File: src/rtl/vr_fifo.sv
// Valid/ready FIFO with occupancy count and sticky overflow/underflow-attempt flags.
// FWFT=0 adds a head output register that is part of the occupancy count.
module vr_fifo #(
    parameter int unsigned WIDTH      = 8,
    parameter int unsigned DEPTH      = 4,
    parameter bit          FWFT       = 1'b1,
    parameter bit [1023:0] RESET_DATA = '0
) (
    input  logic                       i_clk,
    input  logic                       i_arst_n,
    input  logic                       i_flush,
    input  logic                       i_vld,
    output logic                       o_rdy,
    input  logic [WIDTH-1:0]           i_data,
    output logic                       o_vld,
    input  logic                       i_rdy,
    output logic [WIDTH-1:0]           o_data,
    output logic [$clog2(DEPTH+1)-1:0] o_count,
    output logic                       o_ovf,
    output logic                       o_unf
);
    localparam int unsigned      CW       = $clog2(DEPTH + 1);
    localparam int unsigned      PW       = (DEPTH > 1) ? $clog2(DEPTH) : 1;
    localparam logic [CW-1:0]    FULL_CNT = CW'(DEPTH);
    localparam logic [PW-1:0]    LAST_PTR = PW'(DEPTH - 1);
    localparam logic [WIDTH-1:0] RST_DATA = RESET_DATA[WIDTH-1:0];

    if (DEPTH < 2 || WIDTH == 0 || WIDTH > 1024) begin : g_param_check
        $error("vr_fifo: illegal parameters WIDTH=%0d DEPTH=%0d", WIDTH, DEPTH);
    end

    logic [WIDTH-1:0] mem [DEPTH];
    logic [PW-1:0]    wp;
    logic [PW-1:0]    rp;
    logic [CW-1:0]    count;
    logic             push;
    logic             pop;
    logic             rd_adv;

    // Ready comes only from the registered count, never from i_rdy.
    assign o_rdy   = (count != FULL_CNT);
    assign push    = i_vld & o_rdy;
    assign pop     = o_vld & i_rdy;
    assign o_count = count;

    function automatic logic [PW-1:0] ptr_inc(input logic [PW-1:0] p);
        return (p == LAST_PTR) ? '0 : p + 1'b1;
    endfunction

    always_ff @(posedge i_clk) begin
        if (push && !i_flush) begin
            mem[wp] <= i_data;
        end
    end

    always_ff @(posedge i_clk or negedge i_arst_n) begin
        if (!i_arst_n) begin
            wp    <= '0;
            rp    <= '0;
            count <= '0;
            o_ovf <= 1'b0;
            o_unf <= 1'b0;
        end else if (i_flush) begin
            wp    <= '0;
            rp    <= '0;
            count <= '0;
            o_ovf <= 1'b0;
            o_unf <= 1'b0;
        end else begin
            if (push) begin
                wp <= ptr_inc(wp);
            end
            if (rd_adv) begin
                rp <= ptr_inc(rp);
            end
            case ({push, pop})
                2'b10:   count <= count + 1'b1;
                2'b01:   count <= count - 1'b1;
                default: count <= count;
            endcase
            if (i_vld && !o_rdy) begin
                o_ovf <= 1'b1;
            end
            if (i_rdy && !o_vld) begin
                o_unf <= 1'b1;
            end
        end
    end

    if (FWFT) begin : g_fwft
        assign rd_adv = pop;
        assign o_vld  = (count != '0);
        assign o_data = o_vld ? mem[rp] : RST_DATA;
    end else begin : g_outreg
        logic             out_vld;
        logic [WIDTH-1:0] out_data;
        logic             mem_avail;
        logic             load;

        // Storage holds everything except the word sitting in the output register.
        assign mem_avail = (count != CW'(out_vld));
        assign load      = mem_avail && (!out_vld || i_rdy);
        assign rd_adv    = load;
        assign o_vld     = out_vld;
        assign o_data    = out_data;

        always_ff @(posedge i_clk or negedge i_arst_n) begin
            if (!i_arst_n) begin
                out_vld  <= 1'b0;
                out_data <= RST_DATA;
            end else if (i_flush) begin
                out_vld  <= 1'b0;
                out_data <= RST_DATA;
            end else if (load) begin
                out_vld  <= 1'b1;
                out_data <= mem[rp];
            end else if (pop) begin
                out_vld  <= 1'b0;
                out_data <= RST_DATA;
            end
        end
    end

endmodule

File: config.mk
export PLATFORM = sky130hd
export DESIGN_NAME = vr_fifo
export DESIGN_NICKNAME = d
export VERILOG_FILES = /design/src/rtl/vr_fifo.sv
export SDC_FILE = /design/constraint.sdc
export NUM_CORES = 1
export LEC_CHECK = 0
export BUFFER_PORTS_ARGS = -buffer_cell sky130_fd_sc_hd__buf_4
export CORE_UTILIZATION = 60
export CTS_CLUSTER_DIAMETER = 150
export DETAILED_ROUTE_END_ITERATION = 7
export PLACE_DENSITY = 0.91
export SYNTH_ARGS = -nofsm -noshare
export SYNTH_HDL_FRONTEND = slang
export SYNTH_SLANG_ARGS = --single-unit
File: constraint.sdc
create_clock -name i_clk -period 5 [get_ports i_clk]
set_input_delay 0.25 -clock i_clk [delete_from_list [all_inputs] [get_ports i_clk]]
set_output_delay 0.25 -clock i_clk [all_outputs]
set_load 0.1 [all_outputs]
==> results.json <==
{
  "status": "finished with violations",
  "violations_in_the_final_reports": "design-rule violations",
  "prevailing_post_synth_register_cell": "sky130_fd_sc_hd__edfxtp_1",
  "drive_gt1_share_pct": 29.87,
  "area_of_the_die_um2": 3365,
  "synth_top_cell_by_area": "sky130_fd_sc_hd__edfxtp_1",
  "hold_end": "mem[3][5]$_DFFE_PP_",
  "global_route_wire_length_before_repair_um": 5595,
  "finalWirelength_um": 3473,
  "asyncSetResetFlopFracSynth_pct": 21.95,
  "number_of_diodes": 0,
  "cts.htree.levels": 2,
  "fp.dieH_um": 58.01,
  "postLayoutCoreUtil_pct": 75.61,
  "synthDominantCellAreaShare_pct": 51.06,
  "fin_crit_sh_pct": 48.83,
  "cts_sinks": 41,
  "final_nets": 172,
  "syn-num-nets": 145,
  "syn_std_cell_area_um2": 1882,
  "max_freq_mhz": 409.6,
  "rsz0062_at_grt": "false",
  "finalSetupViolations": 0,
  "timing.final.crit_period_ns": 2.441,
  "worstPathRequired_ns": 5.27,
  "p_per_area_nw_per_um2": 437.2,
  "clk_latency_ns": 0.36,
  "areaGrowthSynthToFinish_pct": 14.63,
  "design.portCount": 28,
  "fin_area_um2": 2157,
  "drt-pass1-iter-count": 6,
  "syn-instance-count": 126,
  "mostFrequentLayoutCell": "sky130_fd_sc_hd__edfxtp_1",
  "worst_setup_path_end_kind": "flip-flop",
  "timing.final.hold_violations": 0,
  "grt_antenna_before_repair": 0,
  "core.rowCount": 19,
  "drt_drc_violations_left": 3,
  "grt_use_total_pct": 24.10,
  "io_buffers": 27,
  "syn_avg_cell_area_um2": 14.93,
  "holdWs_ns": 0.08675,
  "min-delay-path-class": "primary input to flip-flop",
  "worst_slack_ns": 2.559,
  "worst_hold_startpoint": "i_data[5]",
  "dp.cells": 176,
  "timing.reg2reg.setup_slack_ns": 2.56,
  "worst_hold_path.num_cells": 1,
  "tightestPinTransition_ns": 0.6017,
  "post_dp_cell_area_um2": 2071,
  "number_of_global_route_vias_before_repair": 1175,
  "clock_skew_ns": 0.01117,
  "ys_ff_latch": 41,
  "place_hpwl_um": 2343,
  "crit_type": "flip-flop to flip-flop",
  "starting_utilization_of_the_core_area_pct": 65.96,
  "fp.dieW_um": 58.01,
  "irDropWorstVdd_uv": 413.2,
  "mostFrequentLayoutCells": "32 x sky130_fd_sc_hd__edfxtp_1, 27 x sky130_fd_sc_hd__buf_4, 12 x sky130_fd_sc_hd__and2_1",
  "core-area_um2": 2853,
  "fin_tns_setup_ns": 0,
  "final_max_slew_viol_count": 0,
  "postRouteAntennaNets": 0,
  "post-cts-setup-buffer-count": 0,
  "grt_max_degree": 14,
  "clk_transition_reported_paths_ns": 0.12,
  "place_congestion": 0.7657,
  "yosysWarnings": 0,
  "synth_cell_types": 39,
  "reg2reg_to": "o_count[2]$_DFFE_PN0P_",
  "gr-total-overflow": 0,
  "cp-start-kind": "flip-flop",
  "clock_tree.buffer_depth": 2,
  "maxCapViolCount": 0,
  "total_power_mw": 0.9431,
  "num_vias": 1119,
  "synth.yosys.seq_area_share_pct": 63.03,
  "drt-vias-per-instance": 6.049,
  "slew-limit-headroom_pct": 59.88,
  "layout.cells.non_filler": 185,
  "p_leak_nw": 0.8151,
  "route.detailed.wl_per_inst_um": 18.77,
  "cts_tree": "built",
  "worstPathMaxFanout": 12,
  "timing.critical_path.arrival_ns": 2.71,
  "largest_cells_by_area_after_synthesis": "sky130_fd_sc_hd__edfxtp_1 51%, sky130_fd_sc_hd__dfrtp_1 12%, sky130_fd_sc_hd__mux4_2 9.6%",
  "critical_path.reg2reg.startpoint": "o_count[0]$_DFFE_PN0P_",
  "tritoncts.num_buffers": 5,
  "clock_tree.root_cell": "sky130_fd_sc_hd__clkbuf_4",
  "number_of_cells_on_the_worst_reg_to_reg_path": 6,
  "number_of_enable_type_register_cells_in_the_synthesized_netlist": 32,
  "drt-initial-drc-count": 58,
  "pre_cts_slack_ns": 2.610
}
==> cell usage after synthesis (2+ instances only) <==
cell                       instances
sky130_fd_sc_hd__mux4_2            8
sky130_fd_sc_hd__and2_1           12
sky130_fd_sc_hd__nand3_1           2
sky130_fd_sc_hd__nor2_1            5
sky130_fd_sc_hd__buf_2             2
sky130_fd_sc_hd__o21ai_0           4
sky130_fd_sc_hd__or4_1             2
sky130_fd_sc_hd__a21oi_1           7
sky130_fd_sc_hd__nand2_1           4
sky130_fd_sc_hd__nand2b_1          2
sky130_fd_sc_hd__inv_1             4
sky130_fd_sc_hd__dfrtp_1           9
sky130_fd_sc_hd__edfxtp_1         32
sky130_fd_sc_hd__buf_6             2
sky130_fd_sc_hd__nor3_1            2
sky130_fd_sc_hd__ha_1              5
sky130_fd_sc_hd__clkbuf_1          2
==> power breakdown <==
| group | leakage (nW) | internal, mW | switching (mW) |
|---|---|---|---|
| logic | 0.361 | 0.0855 | 0.238 |
| registers | 0.411 | 0.384 | 0.0270 |
| clock network | 0.0422 | 0.105 | 0.104 |
==> routing by layer <==
metal,vias up,GRT usage (%),wire [um]
li1,528,-,-
met1,554,29.27,1343
met2,35,41.38,1918
met3,2,6.920,194
met4,0,8.503,17
met5,-,0,0
==> worst max-delay path: stages (launching register included) <==
cell                       delay (ns)
sky130_fd_sc_hd__dfrtp_1         0.56
sky130_fd_sc_hd__nor3_1          0.49
sky130_fd_sc_hd__nor3b_1         0.15
sky130_fd_sc_hd__fa_1            0.41
sky130_fd_sc_hd__nand2b_1        0.17
sky130_fd_sc_hd__or4_1           0.40
sky130_fd_sc_hd__a31oi_1         0.19
==> area by class of cell <==
class,count,area [um2]
multi-input cells,72,624.3
flip-flops and latches,41,1186
repair buffers,28,212.7
well taps,31,38.79
fillers,180,695.7
inverters,5,18.77
clock buffers,6,41.29
clock inverters,2,35.03
==> worst max path at each step <==
stage	slack [ns]	from	depth (start not counted)	endpoint
4_1_cts	2.58	o_count[0]$_DFFE_PN0P_	6	o_count[2]$_DFFE_PN0P_
6_report	2.56	o_count[0]$_DFFE_PN0P_	6	o_count[2]$_DFFE_PN0P_
5_1_grt	2.31	o_count[0]$_DFFE_PN0P_	6	o_count[2]$_DFFE_PN0P_
2_1_floorplan	2.20	o_count[2]$_DFFE_PN0P_	4	o_data[0]
3_5_place_dp	2.61	o_count[0]$_DFFE_PN0P_	6	o_count[2]$_DFFE_PN0P_
3_3_place_gp	2.76	o_count[0]$_DFFE_PN0P_	6	o_count[2]$_DFFE_PN0P_
==> logic make-up after synthesis <==
kind of cell               Yosys count  synth area share [%]
DFF                                 41                 63.03
buffers and inverters               13                 3.789
AOI/OAI and AO/OA                   22                 7.515
and+or+nand+nor                     35                 11.24
muxes                                8                 9.574
adders and majority gates            6                 4.388
xor gates and xnor gates             1                0.4655
==> sequential cells by signal (all words and copies together) (netlist names) <==
| name | count |
|---|---|
| wp | 2 |
| rp | 2 |
| o_ovf | 1 |
| o_count | 3 |
| o_unf | 1 |
| mem | 32 |
==> timing repair <==
action | in CTS | in global routing
hold buffers | 1 | 0
hold endpoints to repair | 9 | 0
resized for setup | 0 | 0
(Power assumes the default switching activity.)
